===== src/rtl/onehot_decoder_fifo_pkg.sv =====
// Shared constants and sizing helpers for the one-hot decoder FIFO block.
package onehot_dec_pkg;

  function automatic int clog2(input int v);
    int r;
    r = 0;
    while ((1 << r) < v) r++;
    return r;
  endfunction

  // An index bus is never narrower than one bit, even for a single lane.
  function automatic int idx_width(input int n);
    return (clog2(n) < 1) ? 1 : clog2(n);
  endfunction

  localparam int N_OUT_DEF = 4;
  localparam int DEPTH_DEF = 4;
  localparam int IDX_W     = idx_width(N_OUT_DEF);
  localparam int PTR_W     = clog2(DEPTH_DEF) + 1;

endpackage


===== src/rtl/onehot_decoder_fifo_if.sv =====
// Index-in / one-hot-out handshake bundle for onehot_decoder_fifo.
interface onehot_decoder_fifo_if
  import onehot_dec_pkg::*;
#(
  parameter int N_OUT = N_OUT_DEF,
  parameter int IDX_W = idx_width(N_OUT),
  parameter int DEPTH = DEPTH_DEF
) ();
  localparam int CW = clog2(DEPTH) + 1;

  logic [IDX_W-1:0] idx_i;
  logic             idx_valid_i;
  logic             idx_ready_o;
  logic [N_OUT-1:0] onehot_o;
  logic             onehot_valid_o;
  logic             onehot_ready_i;
  logic [CW-1:0]    count_o;
  logic             err_o;

  modport master (
    output idx_i, idx_valid_i, onehot_ready_i,
    input  idx_ready_o, onehot_o, onehot_valid_o, count_o, err_o
  );

  modport slave (
    input  idx_i, idx_valid_i, onehot_ready_i,
    output idx_ready_o, onehot_o, onehot_valid_o, count_o, err_o
  );
endinterface


===== src/rtl/onehot_decoder_fifo_sync_fifo_ptr.sv =====
// WIDTH x DEPTH synchronous FIFO; pointers carry an extra wrap bit so
// full and empty are distinguished without a separate counter.
module sync_fifo_ptr
  import onehot_dec_pkg::*;
#(
  parameter int WIDTH = 2,
  parameter int DEPTH = 4
) (
  input  logic                  clk_i,
  input  logic                  rst_ni,
  input  logic                  wr_en,
  input  logic [WIDTH-1:0]      wr_data,
  input  logic                  rd_en,
  output logic [WIDTH-1:0]      rd_data,
  output logic                  full,
  output logic                  empty,
  output logic [clog2(DEPTH):0] count
);
  localparam int AW = clog2(DEPTH);
  localparam int PW = AW + 1;

  logic [DEPTH-1:0][WIDTH-1:0] mem;
  logic [PW-1:0]               wr_ptr, rd_ptr;

  // DEPTH is a power of 2, so a plain increment wraps the address and
  // toggles the wrap bit in one step.
  always_ff @(posedge clk_i or negedge rst_ni) begin
    if (!rst_ni) begin
      wr_ptr <= '0;
      rd_ptr <= '0;
    end else begin
      if (wr_en && !full)  wr_ptr <= wr_ptr + PW'(1);
      if (rd_en && !empty) rd_ptr <= rd_ptr + PW'(1);
    end
  end

  always_ff @(posedge clk_i) begin
    if (wr_en && !full) mem[wr_ptr[AW-1:0]] <= wr_data;
  end

  assign rd_data = mem[rd_ptr[AW-1:0]];
  assign empty   = (wr_ptr == rd_ptr);
  assign full    = (wr_ptr[AW] != rd_ptr[AW]) && (wr_ptr[AW-1:0] == rd_ptr[AW-1:0]);
  assign count   = wr_ptr - rd_ptr;

endmodule


===== src/rtl/onehot_decoder_fifo.sv =====
// Buffers binary indices and emits them as registered one-hot vectors.
// Optional range check (drop index >= N_OUT, pulse err_o): ONEHOT_DEC_RANGE_CHK_EN.
module onehot_decoder_fifo
  import onehot_dec_pkg::*;
#(
  parameter int N_OUT = N_OUT_DEF,
  parameter int IDX_W = idx_width(N_OUT),
  parameter int DEPTH = DEPTH_DEF
) (
  input  logic                 clk_i,
  input  logic                 rst_ni,
  onehot_decoder_fifo_if.slave bus
);
  logic             full, empty;
  logic             push, wr_en, load;
  logic [IDX_W-1:0] head;
  logic [N_OUT-1:0] dec;
  logic [N_OUT-1:0] onehot_q;
  logic             onehot_vld_q;
  logic             err_q;

  // Ready is held low during reset and never looks ahead at a same-cycle pop.
  assign bus.idx_ready_o = rst_ni & ~full;
  assign push            = bus.idx_valid_i & bus.idx_ready_o;
  assign load            = (~onehot_vld_q | bus.onehot_ready_i) & ~empty;

`ifdef ONEHOT_DEC_RANGE_CHK_EN
  logic in_range;
  assign in_range = ({1'b0, bus.idx_i} < (IDX_W+1)'(N_OUT));
  assign wr_en    = push & in_range;

  always_ff @(posedge clk_i or negedge rst_ni) begin
    if (!rst_ni) err_q <= 1'b0;
    else         err_q <= push & ~in_range;
  end
`else
  assign wr_en = push;
  assign err_q = 1'b0;
`endif

  sync_fifo_ptr #(
    .WIDTH (IDX_W),
    .DEPTH (DEPTH)
  ) u_fifo (
    .clk_i   (clk_i),
    .rst_ni  (rst_ni),
    .wr_en   (wr_en),
    .wr_data (bus.idx_i),
    .rd_en   (load),
    .rd_data (head),
    .full    (full),
    .empty   (empty),
    .count   (bus.count_o)
  );

  // Per-lane compare; an index past the last lane matches nothing -> all zero.
  for (genvar l = 0; l < N_OUT; l++) begin : g_lane
    assign dec[l] = (head == IDX_W'(l));
  end

  always_ff @(posedge clk_i or negedge rst_ni) begin
    if (!rst_ni) begin
      onehot_q     <= '0;
      onehot_vld_q <= 1'b0;
    end else if (~onehot_vld_q | bus.onehot_ready_i) begin
      if (!empty) begin
        onehot_q     <= dec;
        onehot_vld_q <= 1'b1;
      end else begin
        onehot_vld_q <= 1'b0;
      end
    end
  end

  assign bus.onehot_o       = onehot_q;
  assign bus.onehot_valid_o = onehot_vld_q;
  assign bus.err_o          = err_q;

endmodule


===== src/flat_wrapper.sv =====
// flat-port wrapper written by rule: the top's interface ports become plain ports
module onehot_decoder_fifo_flat import onehot_dec_pkg::*;
#(
  parameter int N_OUT = N_OUT_DEF,
  parameter int IDX_W = idx_width(N_OUT),
  parameter int DEPTH = DEPTH_DEF
)
  (clk_i, rst_ni, bus_idx_i, bus_idx_valid_i, bus_onehot_ready_i, bus_idx_ready_o, bus_onehot_o, bus_onehot_valid_o, bus_count_o, bus_err_o);
  onehot_decoder_fifo_if #(.N_OUT(N_OUT), .IDX_W(IDX_W), .DEPTH(DEPTH)) bus_i ();
  input  logic clk_i;
  input  logic rst_ni;
  input wire logic [$bits(bus_i.idx_i)-1:0] bus_idx_i;
  input wire logic [$bits(bus_i.idx_valid_i)-1:0] bus_idx_valid_i;
  input wire logic [$bits(bus_i.onehot_ready_i)-1:0] bus_onehot_ready_i;
  output wire logic [$bits(bus_i.idx_ready_o)-1:0] bus_idx_ready_o;
  output wire logic [$bits(bus_i.onehot_o)-1:0] bus_onehot_o;
  output wire logic [$bits(bus_i.onehot_valid_o)-1:0] bus_onehot_valid_o;
  output wire logic [$bits(bus_i.count_o)-1:0] bus_count_o;
  output wire logic [$bits(bus_i.err_o)-1:0] bus_err_o;
  assign bus_i.idx_i = bus_idx_i;
  assign bus_i.idx_valid_i = bus_idx_valid_i;
  assign bus_i.onehot_ready_i = bus_onehot_ready_i;
  assign bus_idx_ready_o = bus_i.idx_ready_o;
  assign bus_onehot_o = bus_i.onehot_o;
  assign bus_onehot_valid_o = bus_i.onehot_valid_o;
  assign bus_count_o = bus_i.count_o;
  assign bus_err_o = bus_i.err_o;
  onehot_decoder_fifo #(.N_OUT(N_OUT), .IDX_W(IDX_W), .DEPTH(DEPTH)) u_core (.clk_i(clk_i), .rst_ni(rst_ni), .bus(bus_i));
endmodule

===== config.mk =====
export PLATFORM = sky130hd
export DESIGN_NAME = onehot_decoder_fifo_flat
export DESIGN_NICKNAME = d
export VERILOG_FILES = /design/src/rtl/onehot_decoder_fifo_pkg.sv /design/src/rtl/onehot_decoder_fifo_if.sv /design/src/rtl/onehot_decoder_fifo_sync_fifo_ptr.sv /design/src/rtl/onehot_decoder_fifo.sv /design/src/flat_wrapper.sv
export SDC_FILE = /design/constraint.sdc
export NUM_CORES = 1
export LEC_CHECK = 0
export ABC_AREA = 0
export BUFFER_PORTS_ARGS = -buffer_cell sky130_fd_sc_hd__buf_2
export CAP_MARGIN = 20
export CORE_MARGIN = 2
export CORE_UTILIZATION = 45
export DETAILED_ROUTE_END_ITERATION = 8
export PLACE_DENSITY = 0.66
export SYNTH_ARGS = -nofsm -noshare
export SYNTH_HDL_FRONTEND = slang
export SYNTH_SLANG_ARGS = --single-unit

===== constraint.sdc =====
create_clock -name clk_i -period 4.7 [get_ports clk_i]
set_input_delay 0.94 -clock clk_i [delete_from_list [all_inputs] [get_ports clk_i]]
set_output_delay 0.94 -clock clk_i [all_outputs]
set_load 0.05 [all_outputs]

======== Word-level counts from Yosys, hierarchy flattened ========
Index checks and enable logic that the tools add are counted.
cells by class
  $add $sub $neg .......................... 3
  equal/unequal tests ..................... 6
  bitwise gates (word level) .............. 7
  reductions and logical operators ........ 8
  mux-type cells .......................... 6
  $lt $le $gt $ge ......................... 3
operator list
  operator               number
  $bwmux W8              1
  $add A3 B1 Y3 const B  2
  $lt A2 B3 Y1 const B   2
  $bmux W2 S2            1
  $demux W2 S2           1
  $eq A2 B2 Y1 const B   2
  $logic_and A1 B1 Y1    4
  $mux W2                2
  $and A1 B1 Y1          3
  $eq A3 B3 Y1           1
  $not A1 Y1             3
  $sub A3 B3 Y3          1
  $eq A2 B1 Y1 const B   1
  $eq A2 B2 Y1           1
  $ge A2 B1 Y1 const B   1
  $logic_not A1 Y1       2
  $logic_not A2 Y1       1
  $reduce_and A2 Y1      1
  $mux W1                1
  $ne A1 B1 Y1           1
  $or A1 B1 Y1           1
storage, ports and cells
  register bits ........................... 19
  bits of input ports ..................... 6
  word-level logic and storage cells ...... 41

======== Longest topological paths before layout ========
  depth after elaboration ................. 6
  gate-level depth with buffers ........... 5
  gate-level depth less buffers ........... 5

======== Modules after synthesis ========
Synthesis repeated with hierarchy kept, for this count alone.
second synthesis, totals
  cell total of the unflattened synthesis .. 76
  area, all modules ....................... 988.4 um2
modules (own cells, without submodules)
  module               cells an instance  area each (um2)  times used
  sync_fifo_ptr        54                 743.2            1
  onehot_decoder_fifo  22                 245.2            1

======== Worst setup path after synthesis ========
No wires, ideal clock.
  path type ............................... register to output
  start ................................... reg u_core.u_fifo.wr_ptr[0]
  end ..................................... out bus_count_o[2]
  cell stages (with the launch flop) ...... 5
  setup slack ............................. 1.873 ns
  data arrival time ....................... 1.887 ns
  path through ............................ dfrtp_1 > inv_1 > ha_1 > fa_1 > xnor2_1
between the ends
  cells in the longest elaborated chain, start to end .. 1
ends and longest elaborated chain
  what                    RTL line                                 source
  from (decl)             onehot_decoder_fifo_sync_fifo_ptr.sv:23  logic [PW-1:0] wr_ptr, rd_ptr;
  from (signal assigned)  onehot_decoder_fifo_sync_fifo_ptr.sv:32  if (wr_en && !full) wr_ptr <= wr_ptr + PW'(1);
  $sub A3 B3 Y3           onehot_decoder_fifo_sync_fifo_ptr.sv:44  assign count = wr_ptr - rd_ptr;
  to (decl)               flat_wrapper.sv:18                       output wire logic [$bits(bus_i.count_o)-1:0] bus_count_o;
Every way passes these cells.

======== Final worst setup path ========
Ends and elaborated chain as after synthesis.

==> metrics.cfg <==
[outcome]
run_status = complete, no violations

[route]
postRouteWirelength_mm = 1.430
drt-initial-drc-count = 4
dr_total_vias = 541
wire_per_inst_um = 12.88
drcViolationCount = 0
detailedRoute.firstPassIterationCount = 4
route.antenna.remaining_nets = 0
vias_per_cell = 4.874

[worst_setup_path]
setup.reg_to_reg.worst_slack_ns = 2.88
worst-r2r-cell-count = 5
critical_path.max_fanout = 4
worst_ep_required_time_ns = 3.76
critical_path.reg2reg.startpoint = u_core.u_fifo.wr_ptr[0]$_DFFE_PN0P_
crit_type = reg -> out
sort_of_element_at_the_end_of_the_critical_path = output port
worst_ep_arrival_time_ns = 1.86
reg2reg_to = u_core.u_fifo.wr_ptr[1]$_DFFE_PN0P_
critical_path_launch_point_type = flop

[final_layout]
final-seq-area_sq_um = 515.5
mostFrequentLayoutCells = buf_2, dfrtp_1, inv_1, edfxtp_1, ha_1
finish.net_count = 99
area_used_by_multi_input_combinational_logic_sq_um = 400.4
layout_cells_sized_above_1 = 0.3214
synthToLayoutAreaGrowth_pct = 12.99
mostFrequentLayoutCell = buf_2
final_cells = 111
num_antenna_cells = 0
filler_cell_count = 174

[timing]
timing.final.crit_period_ns = 2.805
fin_skew_ns = 0.001257
finalSetupTns_ns = 0
drv_slew = 0
setup_repair_after_global_routing_missed_its_margin = no
clock.fmax_ghz = 0.3566
setup_violations = 0
period_utilization_post_route = 0.5967
finalHoldViolations = 0

[floorplan]
rows = 16
effective_utilization_at_floorplan = 0.4811
die_area_sq_um = 2503
width_of_the_chip_um = 50.03
io_pins = 16
floorplan.die.height_um = 50.03
core_region_area_sq_um = 1982

[placement]
hpwlAfterDp_mm = 1.137
placed_cells_incl_taps = 107
routabilityCongestion = 0.7160
place.port_buffers = 14

[cts]
cts.sink_count = 19
clock_tree.buffer_depth = 2
number_of_buffers_created_by_cts = 3
post_cts_hold_buffer_count = 0
ctsRootBufferMaster = clkbuf_4
cts_tree = done
post_cts_resized = 0
htreeDepth = 1
clk_pin_slew_ns = 0.10
post-cts-setup-buffers = 0
clock_insertion_delay_worst_skew_ns = 0.29

[global_routing]
number_of_antenna_violations_at_the_first_check_in_global_routing = 0
grt_pass1_wl_mm = 2.580
gr_overflow_total = 0
number_of_global_route_vias_before_repair = 540
grt_use_total = 0.1380
grt_start_max_net_pins = 15

[hold_path]
holdCritPathClass = in -> async

[synthesis]
synthDominantCellAreaShare = 0.2887
yosys_register_bits = 19
cell_count_after_synthesis = 67
synthesis.area_per_instance_sq_um = 14.23
ys.warnings.count = 0
largest_area_contributor_in_the_synthesized_netlist = dfrtp_1
seq_area_frac_synth = 0.5407
synth_fp_nets = 81
synth_cell_type_count = 23
mappedNetlistArea_sq_um = 953.4
post_synth_main_area_contributors = dfrtp_1, edfxtp_1, ha_1, mux2_2, mux4_2

[run]
maxCapViolCount = 0

-- stage by stage --
step / utilization / worst slack, ns / cell area (sq um) / hold WS (ns)
2_1_floorplan: - / 1.873 / 953.4 / 0.4980
3_3_place_gp: 0.5297 / 2.060 / 1050 / 0.4847
3_5_place_dp: 0.5297 / 2.058 / 1050 / 0.4917
4_1_cts: 0.5436 / 1.885 / 1077 / 0.5099
5_1_grt: 0.5436 / 1.819 / 1077 / 0.5150
6_report: 0.5436 / 1.895 / 1077 / 0.5100
-- logic make-up (layout without fill, tap and decap cells) --
logic type	count (synthesis)	count (layout)	synth area share
flops	19	19	0.5407
simple gates	10	10	0.05775
buf+inv	9	26	0.03937
fa+ha+maj	8	8	0.1129
mux	8	8	0.1168
xor+xnor	7	7	0.07218
compound gates	5	5	0.05644
other cells	1	1	0.003933
-- state kept, by name, summed over array words and instances, names as in the netlist --
signal,cells
u_core.u_fifo.mem,8
u_core.bus.onehot_o,4
u_core.u_fifo.rd_ptr,3
u_core.u_fifo.wr_ptr,3
u_core.bus.onehot_valid_o,1
-- area by class of cell --
| cell class | instances | share of cell area |
|---|---|---|
| clock buffers | 3 | 0.02091 |
| clock inverters | 1 | 0.004646 |
| inverters | 8 | 0.02787 |
| multi-input cells | 39 | 0.3717 |
| flip-flops and latches | 19 | 0.4785 |
| well taps | 27 | 0.03136 |
| repair buffers | 14 | 0.06504 |
-- per-layer routing --
layer | up-vias | track usage | routed length, um
li1 | 267 | - | -
met1 | 260 | 0.1913 | 674
met2 | 14 | 0.2039 | 673
met3 | 0 | 0.04545 | 82
met4 | 0 | 0.04167 | 0
met5 | - | 0 | 0
-- synthesized netlist by cell type --
library cell  count
mux2_2            5
or3_1             1
conb_1            1
edfxtp_1          8
xor2_1            2
fa_1              1
and3_1            3
nor2b_1           3
nand2_1           2
ha_1              7
a31oi_4           1
o21a_1            1
dfrtp_1          11
o211ai_1          1
mux4_2            2
inv_1             8
mux2i_1           1
xnor2_2           1
o221ai_1          1
xnor2_1           4
buf_4             1
o2111ai_1         1
nor2_1            1
-- critical path, stage by stage (launching register included) --
cell and delay [ns]:
dfrtp_1 0.43, inv_1 0.11, ha_1 0.22, fa_1 0.37
xnor2_1 0.16, buf_2 0.28
-- worst max path at each step --
stage | slack, ns | cells past startpoint | endpoint | startpoint
final | 1.90 | 5 | bus_count_o[2] | u_core.u_fifo.wr_ptr[0]$_DFFE_PN0P_
after global routing | 1.82 | 5 | bus_count_o[2] | u_core.u_fifo.wr_ptr[0]$_DFFE_PN0P_
after CTS | 1.89 | 5 | bus_count_o[2] | u_core.u_fifo.wr_ptr[0]$_DFFE_PN0P_
after detailed placement | 2.06 | 3 | bus_idx_ready_o | rst_ni
after global placement | 2.06 | 3 | bus_idx_ready_o | rst_ni
after floorplan | 1.87 | 4 | bus_count_o[2] | u_core.u_fifo.wr_ptr[0]$_DFFE_PN0P_
Power is left out: the tool's default activity adds up to more than one toggle a clock period on the data nets, which glitch-free logic cannot reach.
